`src/rtl/word_scatter_16x32_pkg.sv`:
```
// Shared sizing and state encoding for the 16-lane word scatter bank.
package word_scatter_16x32_pkg;

    localparam int DATA_W    = 32;
    localparam int NUM_LANES = 16;
    localparam int SEL_W     = 4;

    // Distinct-lane count at which one more new lane completes the bank
    localparam logic [SEL_W:0] LAST_COUNT = (SEL_W + 1)'(NUM_LANES - 1);

    typedef enum logic {
        ST_FILL = 1'b0,
        ST_HOLD = 1'b1
    } state_t;

endpackage

```
`src/rtl/word_scatter_16x32_if.sv`:
```
// Upstream word stream and downstream bank handshake for the scatter block.
interface word_scatter_16x32_if;
    import word_scatter_16x32_pkg::*;

    logic                          in_valid;
    logic                          in_ready;
    logic [DATA_W-1:0]             in_data;
    logic                          in_auto;
    logic [SEL_W-1:0]              in_sel;
    logic                          in_last;
    logic [NUM_LANES*DATA_W-1:0]   lane_data;
    logic [NUM_LANES-1:0]          lane_written;
    logic [SEL_W:0]                lane_count;
    logic                          bank_valid;
    logic                          bank_ready;

    modport master (
        output in_valid, in_data, in_auto, in_sel, in_last, bank_ready,
        input  in_ready, lane_data, lane_written, lane_count, bank_valid
    );

    modport slave (
        input  in_valid, in_data, in_auto, in_sel, in_last, bank_ready,
        output in_ready, lane_data, lane_written, lane_count, bank_valid
    );

endinterface

```
`src/rtl/word_scatter_lane_reg.sv`:
```
// One lane of the bank: a word register with write enable and synchronous clear.
module word_scatter_lane_reg
    import word_scatter_16x32_pkg::*;
#(
    parameter int W = DATA_W
) (
    input  logic         clk,
    input  logic         rst,
    input  logic         we,
    input  logic [W-1:0] d,
    output logic [W-1:0] q
);

    always_ff @(posedge clk) begin
        if (rst) begin
            q <= '0;
        end else if (we) begin
            q <= d;
        end
    end

endmodule

```
`src/rtl/word_scatter_16x32.sv`:
```
// Scatters a stream of words into 16 registered lanes and hands the bank off whole.
module word_scatter_16x32
    import word_scatter_16x32_pkg::*;
(
    input  logic                 clk,
    input  logic                 rst,
    word_scatter_16x32_if.slave  bus
);

    state_t                      state_reg, state_next;
    logic [SEL_W-1:0]            wr_ptr_reg, wr_ptr_next;
    logic [NUM_LANES-1:0]        written_reg, written_next;
    logic [SEL_W:0]              count_reg, count_next;
    logic [NUM_LANES-1:0]        lane_we;
    logic [SEL_W-1:0]            target;
    logic                        new_lane;
    logic [NUM_LANES*DATA_W-1:0] lane_data_flat;

    assign target   = bus.in_auto ? wr_ptr_reg : bus.in_sel;
    assign new_lane = ~written_reg[target];

    always_ff @(posedge clk) begin
        if (rst) begin
            state_reg   <= ST_FILL;
            wr_ptr_reg  <= '0;
            written_reg <= '0;
            count_reg   <= '0;
        end else begin
            state_reg   <= state_next;
            wr_ptr_reg  <= wr_ptr_next;
            written_reg <= written_next;
            count_reg   <= count_next;
        end
    end

    always_comb begin
        state_next   = state_reg;
        wr_ptr_next  = wr_ptr_reg;
        written_next = written_reg;
        count_next   = count_reg;
        lane_we      = '0;
        case (state_reg)
            ST_FILL: begin
                if (bus.in_valid) begin
                    lane_we[target]      = 1'b1;
                    written_next[target] = 1'b1;
                    if (new_lane) begin
                        count_next = count_reg + 1'b1;
                    end
                    if (bus.in_auto) begin
                        wr_ptr_next = wr_ptr_reg + 1'b1;
                    end
                    // A rewrite with in_last still closes the bank
                    if (bus.in_last || (new_lane && count_reg == LAST_COUNT)) begin
                        state_next = ST_HOLD;
                    end
                end
            end
            ST_HOLD: begin
                if (bus.bank_ready) begin
                    state_next   = ST_FILL;
                    wr_ptr_next  = '0;
                    written_next = '0;
                    count_next   = '0;
                end
            end
            default: state_next = ST_FILL;
        endcase
    end

    // Lane contents survive a release; only reset clears them
    generate
        for (genvar gi = 0; gi < NUM_LANES; gi++) begin : g_lane
            word_scatter_lane_reg #(.W(DATA_W)) u_lane (
                .clk (clk),
                .rst (rst),
                .we  (lane_we[gi]),
                .d   (bus.in_data),
                .q   (lane_data_flat[gi*DATA_W +: DATA_W])
            );
        end
    endgenerate

    assign bus.in_ready     = (state_reg == ST_FILL);
    assign bus.bank_valid   = (state_reg == ST_HOLD);
    assign bus.lane_data    = lane_data_flat;
    assign bus.lane_written = written_reg;
    assign bus.lane_count   = count_reg;

endmodule
```
`src/flat_wrapper.sv`:
```
// flat-port wrapper written by rule: the top's interface ports become plain ports
module word_scatter_16x32_flat import word_scatter_16x32_pkg::*;
  (clk, rst, bus_in_valid, bus_in_data, bus_in_auto, bus_in_sel, bus_in_last, bus_bank_ready, bus_in_ready, bus_lane_data, bus_lane_written, bus_lane_count, bus_bank_valid);
  word_scatter_16x32_if bus_i ();
  input  logic clk;
  input  logic rst;
  input wire logic [$bits(bus_i.in_valid)-1:0] bus_in_valid;
  input wire logic [$bits(bus_i.in_data)-1:0] bus_in_data;
  input wire logic [$bits(bus_i.in_auto)-1:0] bus_in_auto;
  input wire logic [$bits(bus_i.in_sel)-1:0] bus_in_sel;
  input wire logic [$bits(bus_i.in_last)-1:0] bus_in_last;
  input wire logic [$bits(bus_i.bank_ready)-1:0] bus_bank_ready;
  output wire logic [$bits(bus_i.in_ready)-1:0] bus_in_ready;
  output wire logic [$bits(bus_i.lane_data)-1:0] bus_lane_data;
  output wire logic [$bits(bus_i.lane_written)-1:0] bus_lane_written;
  output wire logic [$bits(bus_i.lane_count)-1:0] bus_lane_count;
  output wire logic [$bits(bus_i.bank_valid)-1:0] bus_bank_valid;
  assign bus_i.in_valid = bus_in_valid;
  assign bus_i.in_data = bus_in_data;
  assign bus_i.in_auto = bus_in_auto;
  assign bus_i.in_sel = bus_in_sel;
  assign bus_i.in_last = bus_in_last;
  assign bus_i.bank_ready = bus_bank_ready;
  assign bus_in_ready = bus_i.in_ready;
  assign bus_lane_data = bus_i.lane_data;
  assign bus_lane_written = bus_i.lane_written;
  assign bus_lane_count = bus_i.lane_count;
  assign bus_bank_valid = bus_i.bank_valid;
  word_scatter_16x32 u_core (.clk(clk), .rst(rst), .bus(bus_i));
endmodule
```
`config.mk`:
```
export PLATFORM = sky130hd
export DESIGN_NAME = word_scatter_16x32_flat
export DESIGN_NICKNAME = d
export VERILOG_FILES = /design/src/rtl/word_scatter_16x32_pkg.sv /design/src/rtl/word_scatter_16x32_if.sv /design/src/rtl/word_scatter_lane_reg.sv /design/src/rtl/word_scatter_16x32.sv /design/src/flat_wrapper.sv
export SDC_FILE = /design/constraint.sdc
export NUM_CORES = 1
export LEC_CHECK = 0
export ABC_CLOCK_PERIOD_IN_PS = 3500
export CORE_AREA = 2 2 221 223
export DETAILED_ROUTE_END_ITERATION = 8
export DIE_AREA = 0 0 223 225
export GPL_ROUTABILITY_DRIVEN = 0
export PLACE_DENSITY = 0.7
export SYNTH_ARGS = -nofsm -noshare
export SYNTH_HDL_FRONTEND = slang
export SYNTH_SLANG_ARGS = --single-unit
```
`constraint.sdc`:
```
create_clock -name clk -period 3.5 [get_ports clk]
set_input_delay 0.35 -clock clk [delete_from_list [all_inputs] [get_ports clk]]
set_output_delay 0.35 -clock clk [all_outputs]
set_load 0.02 [all_outputs]
```
==> results.sh <==
export IMPL_status="finished, final reports clean"
export IMPL_regMostFlops="u_core.g_lane.u_lane.q"
export IMPL_tns_ps=0
export IMPL_top_usage_layer="met2"
export IMPL_cp_end_kind="flop"
export IMPL_critPathKind="primary input to flop"
export IMPL_grt_pass1_vias=17800
export IMPL_synth_nets=2527
export IMPL_cts_clk_slew_worst_paths_ps=60
export IMPL_synth_cell_types=41
export IMPL_final_period_utilization_pct=76.6
export IMPL_grt_max_degree=198
export IMPL_drc=0
export IMPL_synth_compound_area_share_pct=15.6
export IMPL_slew_headroom_pct=19.6
export IMPL_die_area_sq_um=50200
export IMPL_synth_warnings=0
export IMPL_drt_pass1_iterations=6
export IMPL_met1_usage_pct=36.4
export IMPL_setup_violations=0
export IMPL_ios=577
export IMPL_fin_area_sq_um=26900
export IMPL_critical_path_required_ps=3950
export IMPL_antenna_found_initial=1
export IMPL_grt_util_all_layers_pct=29.2
export IMPL_routed_wl_mm=76.4
export IMPL_post_cts_buffers=0
export IMPL_drtAntennaViolNets=0
export IMPL_htree_levels=2
export IMPL_clock_latency_ps=600
export IMPL_placed_cell_area_sq_um=25200
export IMPL_synthAdderAreaFrac_pct=0.196
export IMPL_regArea_sq_um=10800
export IMPL_synthSimpleGateAreaFrac_pct=22.7
export IMPL_hpwl_mm=50.3
export IMPL_fin_nets=2971
export IMPL_syn_to_final_growth_pct=40.8
export IMPL_synth_cells=2482
export IMPL_die_w_um=223
export IMPL_portBuffers=576
export IMPL_dieHeight_um=225
export IMPL_hold_viol=0
export IMPL_cts_hold_buf=0
export IMPL_clock_path_buffers=3
export IMPL_path_max_fanout=33
export IMPL_ys_seq_elements=538
export IMPL_synth_xor_xnor_area_share_pct=0.0458
export IMPL_drive_above_1_share_pct=5.16
export IMPL_fp_coreArea_sq_um=47500
export IMPL_finalCriticalPeriod_ps=2680
export IMPL_use_met2_pct=47.3
export IMPL_synthMuxAreaShare_pct=0.0589
export IMPL_drtIter0Drc=1776
export IMPL_worstHoldPathType="primary input to flop"
export IMPL_post_drt_wl_per_cell_um=21.3
export IMPL_grt_overflow=0
export IMPL_worst_slew_pin_slew_ps=1200
export IMPL_syn_avg_cell_area_sq_um=7.70
export IMPL_fin_skew_ps=16.3
export IMPL_worstSetupStartpointType="primary input"
export IMPL_final_common_cell="nand2_1"
export IMPL_drv_slew=0
export IMPL_grtUsageMet3_pct=9.53
export IMPL_start_util_pct=40.2
export IMPL_largest_register_ffs=512
export IMPL_power_density_nw_per_um2=475
export IMPL_ir_drop_uv=445
export IMPL_cts_tree="yes"
export IMPL_maxCapViolations=0
export IMPL_grt_first_pass_wirelength_mm=112
export IMPL_multi_input_area_sq_um=7420
export IMPL_critical_path_arrival_ps=3130
export IMPL_p_leak_nw=8.79
export IMPL_grt_setup_unrepaired="no"
export IMPL_cts_inserted_buffers=54
export IMPL_max_freq_mhz=373
export IMPL_num_vias=18900
export IMPL_ctsResizeCount=0
export IMPL_rows=80
export IMPL_n_fill_cell=4299
export IMPL_netlist_area_sq_um=19100
export IMPL_cts_sinks=538
export IMPL_viasPerCell=5.27
export IMPL_synth_seq_area_share_pct=56.3
export IMPL_synth_top_family_by_area="simple AND/OR/NAND/NOR gates"
export IMPL_mostFrequentLayoutCells="nand2_1, clkdlybuf4s50_1, dfxtp_1"
export IMPL_cts_root_buf="clkbuf_16"
-- per-layer routing --
layer | vias up | wire length (um)
li1 | 8828 | -
met1 | 8930 | 30500
met2 | 974 | 35000
met3 | 154 | 8000
met4 | 0 | 2850
met5 | - | 0
-- path summary, 6_finish.rpt --
check,depth (start not counted),slack (ps),from,to
setup / recovery,7,820,bus_in_auto,u_core.g_lane[4].u_lane.q[4]
hold / removal,2,60,rst,u_core.bus.lane_written[14]
setup reg to reg,6,990,u_core.wr_ptr_reg[0],u_core.g_lane[4].u_lane.q[4]
hold reg to reg,2,450,u_core.g_lane[15].u_lane.q[16],u_core.g_lane[15].u_lane.q[16]
-- metrics by stage --
step	worst slack [ps]	hold slack (ps)	util (%)	total power, mW	cells
CTS	930	27.5	56.6	12.8	3581
global route	712	49.4	56.6	13.1	3581
finish	818	58.3	56.6	12.8	3582
floorplan	1380	491	-	6.80	2482
global placement	481	440	53.0	7.19	3485
detailed placement	318	446	53.0	7.20	3485
-- cell usage after synthesis --
cell      instances  area, sq um
dfxtp_1         538        10800
inv_1            10         37.5
buf_2            26          130
buf_4             2         15.0
o211ai_1          2         15.0
xnor2_1           1         8.76
or2_2             2         12.5
nand2_1        1055         3960
a41oi_1           4         35.0
a31oi_1           4         25.0
nor2b_1           3         18.8
buf_1             1         3.75
nand2b_1          6         37.5
nor4b_1           4         35.0
o32ai_4           1         27.5
a22o_1            2         17.5
a211oi_1          1         7.51
a21o_1            9         67.6
or4_1             1         7.51
nand3_1          12         60.1
clkbuf_1        205          769
nor2_1           24         90.1
o21ai_0           2         10.0
or2_1             1         6.26
mux2_2            1         11.3
buf_6             2         22.5
o21bai_1          4         30.0
nand3b_1          2         15.0
a22oi_1           1         7.51
ha_1              3         37.5
and2_1            1         6.26
nor3b_1           2         15.0
a32o_1            1         10.0
a21oi_1         533         2670
a32oi_2           3         48.8
o21a_1            1         7.51
nand4_1           1         6.26
and3_1            1         6.26
nor3_1            4         20.0
or3b_1            1         8.76
or3_1             5         31.3
-- critical path, cell delays in order --
cell and delay (ps):
clkdlybuf4s50_1 780, nor3b_1 570, or2_1 230, nand2_1 250, or2_2 670, nand2_1 180, a21oi_1 80
-- power breakdown --
| group | internal, mW | total (mW) | switching, mW |
|---|---|---|---|
| Combinational | 0.259 | 0.835 | 0.576 |
| Clock | 3.27 | 5.71 | 2.44 |
| Sequential | 6.19 | 6.24 | 0.0462 |
| Total | 9.72 | 12.8 | 3.06 |
-- cell type report --
| cell class | count | area share (%) |
|---|---|---|
| sequential | 538 | 40.0 |
| antenna | 1 | 0.00930 |
| timing repair buffer | 624 | 23.0 |
| clock inverter | 17 | 0.562 |
| clock buffer | 79 | 5.87 |
| tap | 615 | 2.86 |
| multi-input combinational | 1698 | 27.5 |
| inverter | 10 | 0.139 |
-- cells by family after synthesis --
logic type,Yosys count
buffers and inverters,246
and+or+nand+nor,1125
xor gates and xnor gates,1
DFF,538
AOI/OAI and AO/OA,568
adders and majority gates,3
muxes,1
Note: power is estimated with default switching activity, not from simulation.
